File: config.mk
export PLATFORM = sky130hd
export DESIGN_NAME = pipe_ctrl_unit_flat
export DESIGN_NICKNAME = d
export VERILOG_FILES = /design/src/rtl/ctrl_pkg.sv /design/src/rtl/pipe_ctrl_unit_if.sv /design/src/rtl/ctrl_decode.sv /design/src/rtl/pipe_ctrl_unit.sv /design/src/flat_wrapper.sv
export SDC_FILE = /design/constraint.sdc
export NUM_CORES = 1
export LEC_CHECK = 0
export CAP_MARGIN = 25
export CELL_PAD_IN_SITES_DETAIL_PLACEMENT = 2
export CELL_PAD_IN_SITES_GLOBAL_PLACEMENT = 2
export CORE_ASPECT_RATIO = 0.6
export CORE_UTILIZATION = 26
export CTS_BUF_LIST = sky130_fd_sc_hd__clkbuf_8
export DETAILED_ROUTE_END_ITERATION = 7
export PLACE_DENSITY_LB_ADDON = 0.1
export SETUP_SLACK_MARGIN = 0.15
export SLEW_MARGIN = 10
export SYNTH_ARGS = -nofsm -noshare
export SYNTH_HDL_FRONTEND = slang
export SYNTH_SLANG_ARGS = --single-unit
File: constraint.sdc
create_clock -name Clk -period 2.1 [get_ports Clk]
set_input_delay 0.315 -clock Clk [delete_from_list [all_inputs] [get_ports Clk]]
set_output_delay 0.315 -clock Clk [all_outputs]
set_load 0.1 [all_outputs]
File: src/rtl/ctrl_pkg.sv
// rtl/ctrl_pkg.sv - opcode/funct/ALU encodings and the pipelined control bundle
package ctrl_pkg;

    localparam int ALUOP_W_DEF    = 4;
    localparam int REG_ADDR_W_DEF = 5;

    localparam logic [5:0] OP_RTYPE = 6'd0;
    localparam logic [5:0] OP_JAL   = 6'd3;
    localparam logic [5:0] OP_BEQ   = 6'd4;
    localparam logic [5:0] OP_ADDI  = 6'd8;
    localparam logic [5:0] OP_ANDI  = 6'd12;
    localparam logic [5:0] OP_LW    = 6'd35;
    localparam logic [5:0] OP_SW    = 6'd43;

    localparam logic [5:0] FN_SLL = 6'd0;
    localparam logic [5:0] FN_JR  = 6'd8;
    localparam logic [5:0] FN_ADD = 6'd32;
    localparam logic [5:0] FN_AND = 6'd36;
    localparam logic [5:0] FN_NOR = 6'd39;
    localparam logic [5:0] FN_SLT = 6'd42;

    localparam logic [ALUOP_W_DEF-1:0] ALU_AND = 4'd0;
    localparam logic [ALUOP_W_DEF-1:0] ALU_OR  = 4'd1;
    localparam logic [ALUOP_W_DEF-1:0] ALU_ADD = 4'd2;
    localparam logic [ALUOP_W_DEF-1:0] ALU_SLL = 4'd3;
    localparam logic [ALUOP_W_DEF-1:0] ALU_SUB = 4'd6;
    localparam logic [ALUOP_W_DEF-1:0] ALU_SLT = 4'd7;
    localparam logic [ALUOP_W_DEF-1:0] ALU_NOR = 4'd12;

    typedef enum logic [1:0] {RD_RT = 2'd0, RD_RD = 2'd1, RD_RA = 2'd2} reg_dst_e;
    typedef enum logic [1:0] {WB_ALU = 2'd0, WB_MEM = 2'd1, WB_PC4 = 2'd2} mem_to_reg_e;

    typedef struct packed {
        logic [ALUOP_W_DEF-1:0]    alu_op;
        logic                      alu_src;
        logic                      branch;
        reg_dst_e                  reg_dst;
        logic                      mem_read;
        logic                      mem_write;
        logic                      reg_write;
        mem_to_reg_e               mem_to_reg;
        logic [REG_ADDR_W_DEF-1:0] dest;
        logic                      illegal;
    } ctrl_bundle_t;

    localparam ctrl_bundle_t CTRL_BUBBLE = '{
        alu_op: '0, alu_src: 1'b0, branch: 1'b0, reg_dst: RD_RT,
        mem_read: 1'b0, mem_write: 1'b0, reg_write: 1'b0,
        mem_to_reg: WB_ALU, dest: '0, illegal: 1'b0
    };

endpackage

File: src/rtl/pipe_ctrl_unit_if.sv
// rtl/pipe_ctrl_unit_if.sv - ID inputs and staged control outputs of the pipeline controller
interface pipe_ctrl_unit_if #(
    parameter int ALUOP_W    = 4,
    parameter int REG_ADDR_W = 5
);
    logic                  InstrValid;
    logic [5:0]            Opcode;
    logic [5:0]            Function;
    logic [REG_ADDR_W-1:0] Rs;
    logic [REG_ADDR_W-1:0] Rt;
    logic [REG_ADDR_W-1:0] Rd;
    logic                  BranchTaken;
    logic                  Stall;
    logic                  Flush_IFID;
    logic                  ID_Jump;
    logic                  ID_JumpReg;
    logic [ALUOP_W-1:0]    EX_ALUOp;
    logic                  EX_ALUSrc;
    logic                  EX_Branch;
    logic [1:0]            EX_RegDst;
    logic                  MEM_MemRead;
    logic                  MEM_MemWrite;
    logic                  WB_RegWrite;
    logic [1:0]            WB_MemtoReg;
    logic [REG_ADDR_W-1:0] WB_DestReg;
    logic                  WB_Illegal;

    modport master (
        output InstrValid, Opcode, Function, Rs, Rt, Rd, BranchTaken,
        input  Stall, Flush_IFID, ID_Jump, ID_JumpReg, EX_ALUOp, EX_ALUSrc, EX_Branch,
               EX_RegDst, MEM_MemRead, MEM_MemWrite, WB_RegWrite, WB_MemtoReg,
               WB_DestReg, WB_Illegal
    );

    modport slave (
        input  InstrValid, Opcode, Function, Rs, Rt, Rd, BranchTaken,
        output Stall, Flush_IFID, ID_Jump, ID_JumpReg, EX_ALUOp, EX_ALUSrc, EX_Branch,
               EX_RegDst, MEM_MemRead, MEM_MemWrite, WB_RegWrite, WB_MemtoReg,
               WB_DestReg, WB_Illegal
    );
endinterface

File: src/rtl/ctrl_decode.sv
// rtl/ctrl_decode.sv - combinational opcode/funct decode into a control bundle
module ctrl_decode
    import ctrl_pkg::*;
(
    input  logic [5:0]   opcode,
    input  logic [5:0]   funct,
    output ctrl_bundle_t ctrl,
    output logic         jump,
    output logic         jump_reg,
    output logic         reads_rt
);

    // Decode table; unknown encodings become a bubble carrying the illegal flag.
    // The destination field stays 0 here and is resolved by the caller.
    always_comb begin
        ctrl     = CTRL_BUBBLE;
        jump     = 1'b0;
        jump_reg = 1'b0;
        reads_rt = 1'b0;
        case (opcode)
            OP_RTYPE: begin
                ctrl.reg_dst   = RD_RD;
                ctrl.reg_write = 1'b1;
                reads_rt       = 1'b1;
                case (funct)
                    FN_ADD: ctrl.alu_op = ALU_ADD;
                    FN_AND: ctrl.alu_op = ALU_AND;
                    FN_NOR: ctrl.alu_op = ALU_NOR;
                    FN_SLT: ctrl.alu_op = ALU_SLT;
                    FN_SLL: ctrl.alu_op = ALU_SLL;
                    FN_JR: begin
                        ctrl     = CTRL_BUBBLE;
                        jump_reg = 1'b1;
                        reads_rt = 1'b0;
                    end
                    default: begin
                        ctrl         = CTRL_BUBBLE;
                        ctrl.illegal = 1'b1;
                        reads_rt     = 1'b0;
                    end
                endcase
            end
            OP_LW: begin
                ctrl.alu_op     = ALU_ADD;
                ctrl.alu_src    = 1'b1;
                ctrl.mem_read   = 1'b1;
                ctrl.reg_write  = 1'b1;
                ctrl.mem_to_reg = WB_MEM;
            end
            OP_SW: begin
                ctrl.alu_op    = ALU_ADD;
                ctrl.alu_src   = 1'b1;
                ctrl.mem_write = 1'b1;
                reads_rt       = 1'b1;
            end
            OP_ADDI: begin
                ctrl.alu_op    = ALU_ADD;
                ctrl.alu_src   = 1'b1;
                ctrl.reg_write = 1'b1;
            end
            OP_ANDI: begin
                ctrl.alu_op    = ALU_AND;
                ctrl.alu_src   = 1'b1;
                ctrl.reg_write = 1'b1;
            end
            OP_BEQ: begin
                ctrl.alu_op = ALU_SUB;
                ctrl.branch = 1'b1;
                reads_rt    = 1'b1;
            end
            OP_JAL: begin
                ctrl.reg_dst    = RD_RA;
                ctrl.mem_to_reg = WB_PC4;
                ctrl.reg_write  = 1'b1;
                jump            = 1'b1;
            end
            default: ctrl.illegal = 1'b1;
        endcase
    end

endmodule

File: src/rtl/pipe_ctrl_unit.sv
// rtl/pipe_ctrl_unit.sv - staged control bundle with load-use/JR stalls and branch squash
module pipe_ctrl_unit
    import ctrl_pkg::*;
#(
    parameter int ALUOP_W    = ALUOP_W_DEF,
    parameter int REG_ADDR_W = REG_ADDR_W_DEF,
    parameter bit HAZARD_EN  = 1'b1
) (
    input  logic            Clk,
    input  logic            Reset,
    pipe_ctrl_unit_if.slave bus
);

    ctrl_bundle_t id_ctrl, id_bundle;
    ctrl_bundle_t ex_d, ex_q, mem_d, mem_q, wb_d, wb_q;
    logic         id_jump, id_jump_reg, id_reads_rt;
    logic         load_use, jr_hazard, stall;
    logic         jump_ok, jump_reg_ok;

    ctrl_decode u_decode (
        .opcode   (bus.Opcode),
        .funct    (bus.Function),
        .ctrl     (id_ctrl),
        .jump     (id_jump),
        .jump_reg (id_jump_reg),
        .reads_rt (id_reads_rt)
    );

    // Resolve the destination in ID; non-writing instructions carry 0 so they never look like hazard sources.
    always_comb begin
        id_bundle      = id_ctrl;
        id_bundle.dest = '0;
        if (id_ctrl.reg_write) begin
            case (id_ctrl.reg_dst)
                RD_RT:   id_bundle.dest = bus.Rt;
                RD_RD:   id_bundle.dest = bus.Rd;
                RD_RA:   id_bundle.dest = REG_ADDR_W_DEF'(31);
                default: id_bundle.dest = '0;
            endcase
        end
    end

    // Hazard detection; a taken branch overrides any stall since ID is being squashed anyway.
    always_comb begin
        load_use  = ex_q.mem_read && (ex_q.dest != '0) &&
                    ((ex_q.dest == bus.Rs) || (id_reads_rt && (ex_q.dest == bus.Rt)));
        jr_hazard = id_jump_reg &&
                    ((ex_q.reg_write && (ex_q.dest != '0) && (ex_q.dest == bus.Rs)) ||
                     (mem_q.mem_read && (mem_q.dest != '0) && (mem_q.dest == bus.Rs)));
        stall     = HAZARD_EN && bus.InstrValid && !bus.BranchTaken && (load_use || jr_hazard);
        jump_ok     = id_jump     && bus.InstrValid && !bus.BranchTaken;
        jump_reg_ok = id_jump_reg && bus.InstrValid && !bus.BranchTaken;
    end

    // Next-stage values: ID/EX takes a bubble on stall, squash or empty slot; later stages always advance.
    always_comb begin
        ex_d  = (stall || bus.BranchTaken || !bus.InstrValid) ? CTRL_BUBBLE : id_bundle;
        mem_d = ex_q;
        wb_d  = mem_q;
    end

    // Stage registers, cleared together by reset.
    always_ff @(posedge Clk) begin
        if (Reset) begin
            ex_q  <= CTRL_BUBBLE;
            mem_q <= CTRL_BUBBLE;
            wb_q  <= CTRL_BUBBLE;
        end else begin
            ex_q  <= ex_d;
            mem_q <= mem_d;
            wb_q  <= wb_d;
        end
    end

    assign bus.Stall        = stall;
    assign bus.ID_Jump      = jump_ok;
    assign bus.ID_JumpReg   = jump_reg_ok;
    assign bus.Flush_IFID   = bus.BranchTaken | ((jump_ok | jump_reg_ok) & ~stall);
    assign bus.EX_ALUOp     = ALUOP_W'(ex_q.alu_op);
    assign bus.EX_ALUSrc    = ex_q.alu_src;
    assign bus.EX_Branch    = ex_q.branch;
    assign bus.EX_RegDst    = ex_q.reg_dst;
    assign bus.MEM_MemRead  = mem_q.mem_read;
    assign bus.MEM_MemWrite = mem_q.mem_write;
    assign bus.WB_RegWrite  = wb_q.reg_write;
    assign bus.WB_MemtoReg  = wb_q.mem_to_reg;
    assign bus.WB_DestReg   = REG_ADDR_W'(wb_q.dest);
    assign bus.WB_Illegal   = wb_q.illegal;

    // Fields that later stages carry but no longer drive anything.
    logic unused_fields;
    assign unused_fields = ^{mem_q.alu_op, mem_q.alu_src, mem_q.branch, mem_q.reg_dst,
                             wb_q.alu_op, wb_q.alu_src, wb_q.branch, wb_q.reg_dst,
                             wb_q.mem_read, wb_q.mem_write};

endmodule

File: src/flat_wrapper.sv
// flat-port wrapper written by rule: the top's interface ports become plain ports
module pipe_ctrl_unit_flat import ctrl_pkg::*;
#(
    parameter int ALUOP_W    = ALUOP_W_DEF,
    parameter int REG_ADDR_W = REG_ADDR_W_DEF,
    parameter bit HAZARD_EN  = 1'b1
)
  (Clk, Reset, bus_InstrValid, bus_Opcode, bus_Function, bus_Rs, bus_Rt, bus_Rd, bus_BranchTaken, bus_Stall, bus_Flush_IFID, bus_ID_Jump, bus_ID_JumpReg, bus_EX_ALUOp, bus_EX_ALUSrc, bus_EX_Branch, bus_EX_RegDst, bus_MEM_MemRead, bus_MEM_MemWrite, bus_WB_RegWrite, bus_WB_MemtoReg, bus_WB_DestReg, bus_WB_Illegal);
  pipe_ctrl_unit_if #(.ALUOP_W(ALUOP_W), .REG_ADDR_W(REG_ADDR_W)) bus_i ();
  input  logic Clk;
  input  logic Reset;
  input wire logic [$bits(bus_i.InstrValid)-1:0] bus_InstrValid;
  input wire logic [$bits(bus_i.Opcode)-1:0] bus_Opcode;
  input wire logic [$bits(bus_i.Function)-1:0] bus_Function;
  input wire logic [$bits(bus_i.Rs)-1:0] bus_Rs;
  input wire logic [$bits(bus_i.Rt)-1:0] bus_Rt;
  input wire logic [$bits(bus_i.Rd)-1:0] bus_Rd;
  input wire logic [$bits(bus_i.BranchTaken)-1:0] bus_BranchTaken;
  output wire logic [$bits(bus_i.Stall)-1:0] bus_Stall;
  output wire logic [$bits(bus_i.Flush_IFID)-1:0] bus_Flush_IFID;
  output wire logic [$bits(bus_i.ID_Jump)-1:0] bus_ID_Jump;
  output wire logic [$bits(bus_i.ID_JumpReg)-1:0] bus_ID_JumpReg;
  output wire logic [$bits(bus_i.EX_ALUOp)-1:0] bus_EX_ALUOp;
  output wire logic [$bits(bus_i.EX_ALUSrc)-1:0] bus_EX_ALUSrc;
  output wire logic [$bits(bus_i.EX_Branch)-1:0] bus_EX_Branch;
  output wire logic [$bits(bus_i.EX_RegDst)-1:0] bus_EX_RegDst;
  output wire logic [$bits(bus_i.MEM_MemRead)-1:0] bus_MEM_MemRead;
  output wire logic [$bits(bus_i.MEM_MemWrite)-1:0] bus_MEM_MemWrite;
  output wire logic [$bits(bus_i.WB_RegWrite)-1:0] bus_WB_RegWrite;
  output wire logic [$bits(bus_i.WB_MemtoReg)-1:0] bus_WB_MemtoReg;
  output wire logic [$bits(bus_i.WB_DestReg)-1:0] bus_WB_DestReg;
  output wire logic [$bits(bus_i.WB_Illegal)-1:0] bus_WB_Illegal;
  assign bus_i.InstrValid = bus_InstrValid;
  assign bus_i.Opcode = bus_Opcode;
  assign bus_i.Function = bus_Function;
  assign bus_i.Rs = bus_Rs;
  assign bus_i.Rt = bus_Rt;
  assign bus_i.Rd = bus_Rd;
  assign bus_i.BranchTaken = bus_BranchTaken;
  assign bus_Stall = bus_i.Stall;
  assign bus_Flush_IFID = bus_i.Flush_IFID;
  assign bus_ID_Jump = bus_i.ID_Jump;
  assign bus_ID_JumpReg = bus_i.ID_JumpReg;
  assign bus_EX_ALUOp = bus_i.EX_ALUOp;
  assign bus_EX_ALUSrc = bus_i.EX_ALUSrc;
  assign bus_EX_Branch = bus_i.EX_Branch;
  assign bus_EX_RegDst = bus_i.EX_RegDst;
  assign bus_MEM_MemRead = bus_i.MEM_MemRead;
  assign bus_MEM_MemWrite = bus_i.MEM_MemWrite;
  assign bus_WB_RegWrite = bus_i.WB_RegWrite;
  assign bus_WB_MemtoReg = bus_i.WB_MemtoReg;
  assign bus_WB_DestReg = bus_i.WB_DestReg;
  assign bus_WB_Illegal = bus_i.WB_Illegal;
  pipe_ctrl_unit #(.ALUOP_W(ALUOP_W), .REG_ADDR_W(REG_ADDR_W), .HAZARD_EN(HAZARD_EN)) u_core (.Clk(Clk), .Reset(Reset), .bus(bus_i));
endmodule
# Yosys cells after proc, flatten, opt, wreduce, memory -nomap -nowiden
# Index checks and enable logic that the tools add are counted.
# totals
ff_bits,39
in_bits,31
word_cells,92
# classes
n_eq_ne,16
n_mux,17
bitwise_logic,5
n_reduce_logical,34
# ops
cell,n
$eq 6x6->1 const B,6
$pmux 12 s2,1
$eq 6x4->1 const B,3
$pmux 4 s4,1
$eq 5x5->1,3
$pmux 5 s3,1
$logic_and 1x1->1,14
$pmux 1 s2,7
$logic_not 6->1,2
$pmux 4 s3,1
$reduce_bool 5->1,2
$reduce_or 4->1,2
$eq 6x2->1 const B,1
$eq 6x3->1 const B,1
$pmux 2 s3,1
$reduce_or 3->1,2
$reduce_or 6->1,1
$logic_or 1x1->1,5
$reduce_or 5->1,1
$mux 1,4
$pmux 2 s2,1
$reduce_or 2->1,2
$eq 2x1->1 const B,1
$eq 2x2->1 const B,1
other kinds (5),8

# Depth between registers and ports, before layout
# depth
word_depth,12
mapped_depth,7

# Hierarchy
# From an unflattened synthesis, not the netlist that was laid out.
# hier_totals
cells_unflattened,210
area_unflattened_um2,1835.5
# by_module_without_submodules
module,instances,cells_each,area_per_inst_um2,seq_area_each_um2
pipe_ctrl_unit,1,148,1455.1,780.7
ctrl_decode,1,62,380.4,0.0

# Least setup slack after synthesis
# OpenSTA, ideal clock, no wires.
# synth_timing
kind,input-to-output
from,input port bus_Opcode[3]
to,output port bus_Flush_IFID
arrival_ns,2.730
required_ns,1.785
path_slack_ns,-0.945
path_stages,4
n_path_buf,1
cell_sequence,clkbuf_1 -> nor4_1 -> a21oi_1 -> o21bai_1
# synth_via
elab_chain_len,11
# synth_lines
element,line,text
from (decl),flat_wrapper.sv:13,input wire logic [$bits(bus_i.Opcode)-1:0] bus_Opcode;
$eq 6x3->1 / $eq 6x6->1 (equally long branches),ctrl_decode.sv:20,case (opcode)
$reduce_or 2->1 (no source line),n/a,
$pmux 1 s2,ctrl_decode.sv:20,
$logic_and 1x1->1,pipe_ctrl_unit.sv:46,((ex_q.dest == bus.Rs) || (id_reads_rt && (ex_q.dest == bus.Rt)));
$logic_or 1x1->1,pipe_ctrl_unit.sv:46,
$logic_and 1x1->1,pipe_ctrl_unit.sv:45,load_use = ex_q.mem_read && (ex_q.dest != '0) &&
$logic_or 1x1->1,pipe_ctrl_unit.sv:50,stall = HAZARD_EN && bus.InstrValid && !bus.BranchTaken && (load_use || jr_hazard);
$logic_and 1x1->1,pipe_ctrl_unit.sv:50,
$not 1->1,pipe_ctrl_unit.sv:78,assign bus.Flush_IFID = bus.BranchTaken | ((jump_ok | jump_reg_ok) & ~stall);
$and 1x1->1 (*),pipe_ctrl_unit.sv:78,
$or 1x1->1 (*),pipe_ctrl_unit.sv:78,
to (decl),flat_wrapper.sv:20,output wire logic [$bits(bus_i.Flush_IFID)-1:0] bus_Flush_IFID;
# Mark *: on every way between the ends. The rest lies on a longest branch, timed or not.

# Final worst setup path
# layout_timing
from,input port bus_Function[2]
to,output port bus_Stall
# layout_via
elab_chain_len,9
# layout_lines
element,line,text
from (decl),flat_wrapper.sv:14,input wire logic [$bits(bus_i.Function)-1:0] bus_Function;
$eq 6x6->1 / $logic_not 6->1 (equally long branches),ctrl_decode.sv:25,case (funct)
$reduce_or 5->1 (no source line),n/a,
$mux 1,ctrl_decode.sv:25,
$pmux 1 s2,ctrl_decode.sv:20,
$logic_and 1x1->1,pipe_ctrl_unit.sv:46,
$logic_or 1x1->1,pipe_ctrl_unit.sv:46,
$logic_and 1x1->1,pipe_ctrl_unit.sv:45,
$logic_or 1x1->1 (*),pipe_ctrl_unit.sv:50,
$logic_and 1x1->1 (*),pipe_ctrl_unit.sv:50,
to (decl),flat_wrapper.sv:19,output wire logic [$bits(bus_i.Stall)-1:0] bus_Stall;
# Marked as above.

==> impl_results.md <==
- Status: finished with violations
- Failing checks: setup timing
- Routed wire per std cell: 26.6 µm
- I/O Buffers: 53
- Worst setup margin: -394 ps
- Syn nets: 227
- Grt ovf: 0
- Top FF cell, synth: dfxtp_1
- Vias per cell: 5.24
- CP max-delay cell: nor4bb_4
- Total power: 1.74 mW
- Most area-consuming cells after synthesis: dfxtp_1, nor2b_1, xnor2_1
- CTS Buf Count: 5
- Setup TNS: -1390 ps
- CTS tree: yes
- Area Growth Syn to Fin: 104%
- First-pass GRT wire length: 13.5 mm
- Clk sinks: 39
- Pleak: between 1 and 1.5 nW
- Crit path DAT: 2180 ps
- Clock Latency Late Sink: about 310 ps
- Buffers plus inverters on the worst setup path: 2
- Cell Pwr Density: 476 mW/mm²
- Initial DRC count: 117
- Final #Nets: 340
- H-tree levels: 2
- Final instance area: 0.00366 mm²
- DR pass1 iterations: 4
- Slew Limit Fails: 0
- Worst path required time: 1780 ps
- Synth cell types: 41
- Die ar.: 0.00727 mm²
- RSZ-0062 raised after global routing: yes
- DRC: 0
- Worst Setup SP: bus_Function[2]
- Wire length after detailed routing: 10.6 mm
- Final setup fails: 18
- DIE WIDTH: roughly 110 µm
- Cell taking the most area after synthesis: dfxtp_1
- Number of synthesized register bits: 39
- FF-to-FF Start: u_core.ex_q[3]
- Vias: 2084
- Post-route ant nets: 0
- CTS Hold Buffers Added: 0
- Upper clock frequency limit: 401 MHz
- Mapped Area: around 0.0018 mm²
- Placer Congestion: 0.747
- Syn avg cell area: 9.19 µm²
- Crit path time final: 2490 ps
- Slew @ Worst Pin: 527 ps
- Root Buffer Master: clkbuf_8
- CTS Buffer Depth: 2
- Setup CP Type: input pin to primary output
- Asr flop ratio synth: 0%
- Rel. slew slack: 64.8%
- Die span in y: about 66 µm
- Final hold violations: 0
- VDD IR-drop max: ~250 µV
- CP delay by family, top: simple AND/OR/NAND/NOR gates
- Largest net degree at the start of global routing: 20
- Fin cells: roughly 400
- Critical path, cell by cell: buf_2, nor4bb_4, o32ai_2, or3_4, a2111oi_4, o21ba_4, buf_12
- Maxcap violations: 0
- Hold crit path type: input pin to flip-flop
- Core area: 0.00668 mm²
- Yosys warns: 0
- Ports: 54
- Number of global-route vias before repair: ~2200
- Clk slew on worst S/H paths: about 90 ps
- EDFF count, synth: 0
- Largest fanout on the critical path: 6
- Fraction of layout cells with a size suffix above 1: 55.5%
- Most common cell after layout, fill and taps aside: buf_4
- Worst hold slack: 430 ps
- Mapped Cells: 196
- Hold path start: bus_Opcode[4]
- # rows: 23
- Post-Place Cell Area: 0.00281 mm²
- GRT Total Usage: 26.5%
- Clock skew: around 8.6 ps
- Top cell type's share of synthesized area: approximately 43%
- Placed cells: 371
- Initial core utilization: 27.0%
- Max incr delay on CP: ~410 ps
- Post-DP HPWL: 5.08 mm
- Commonest non-fill, non-tap cells in the layout: buf_4, dfxtp_1, buf_6
- Sequential fraction of the synthesis area: 43.4%
- Fin crit share: 119%
- Critical Path Start Type: input pin
- Initial antenna violation count: 1
- Crit end category: primary output
## power by group
part	internal, mW	switching, mW	total [mW]	leakage (nW)
registers	0.742	0.00178	0.744	0.317
clock network	0.355	0.319	0.674	0.0581
logic	0.160	0.166	0.325	1.01
## cells in the mapped netlist (all sizes together) (3+ instances only)
cell,number
a2bb2oi,5
a2111oi,3
xnor2,11
or3,4
dfxtp,39
buf,13
nor2b,21
nor4b,3
or4,7
nor3,14
nand2,12
nor2,13
clkbuf,3
nor4,12
xor2,3
o21ai,4
## per-stage QoR
stage          setup WS, ps  utilization (%)
6_report               -394             54.9
5_1_grt                -430             54.9
4_1_cts                -341             51.1
3_5_place_dp           -770             42.1
3_3_place_gp           -680             42.1
2_1_floorplan          -295                -
## registers in the layout, indices dropped and copies added, names as in the netlist
signal                   flops
u_core.bus.MEM_MemRead       1
u_core.mem_q                 9
u_core.bus.EX_Branch         1
u_core.bus.MEM_MemWrite      1
u_core.bus.EX_ALUSrc         1
u_core.bus.WB_RegWrite       1
u_core.ex_q                 11
u_core.bus.WB_DestReg        5
u_core.bus.WB_MemtoReg       2
u_core.bus.EX_ALUOp          4
u_core.bus.WB_Illegal        1
u_core.bus.EX_RegDst         2
## tightest hold or removal path: stages
cell and delay (ps):
buf_6 80, nor4_4 40, buf_4 140, nand2_4 90
nor4_4 40
## cell families after synthesis
kind of cell	Yosys count	share of synthesized area (%)
buf+inv	18	5.70
flops	39	43.4
simple gates	101	32.9
compound gates	24	11.2
xor+xnor	14	6.81
## path summary, 6_finish.rpt
| path | to | slack (ps) | depth (start not counted) |
|---|---|---|---|
| max | bus_Stall | -390 | 7 |
| min | u_core.bus.EX_Branch | 430 | 5 |
| max reg2reg | u_core.ex_q[2] | 60 | 8 |
| min reg2reg | u_core.bus.WB_Illegal | 450 | 1 |
## final cells by class
class,count,area (µm²)
tap,87,109
sequential,39,787
timing repair buffer,122,1210
clock buffer,5,68.8
multi-input combinational,139,1440
fill,651,3010
inverter,2,7.51
antenna,1,2.50
clock inverter,3,43.8
## routing by layer
layer	vias up	routed length, µm	share of wire [%]	global-route usage [%]
met3	19	414	3.9	5.09
met2	65	5290	50	45.8
met1	1068	4590	43	33.7
met4	0	288	2.7	7.33
met5	-	0	0	0
li1	932	-	-	-
## timing repair
item,4_1_cts,5_1_grt
resized for setup,125,41
pin swaps,34,23
gates cloned,2,1
buffers inserted,13,2
endpoints found under the setup margin,23,23
(Power assumes the default switching activity.)
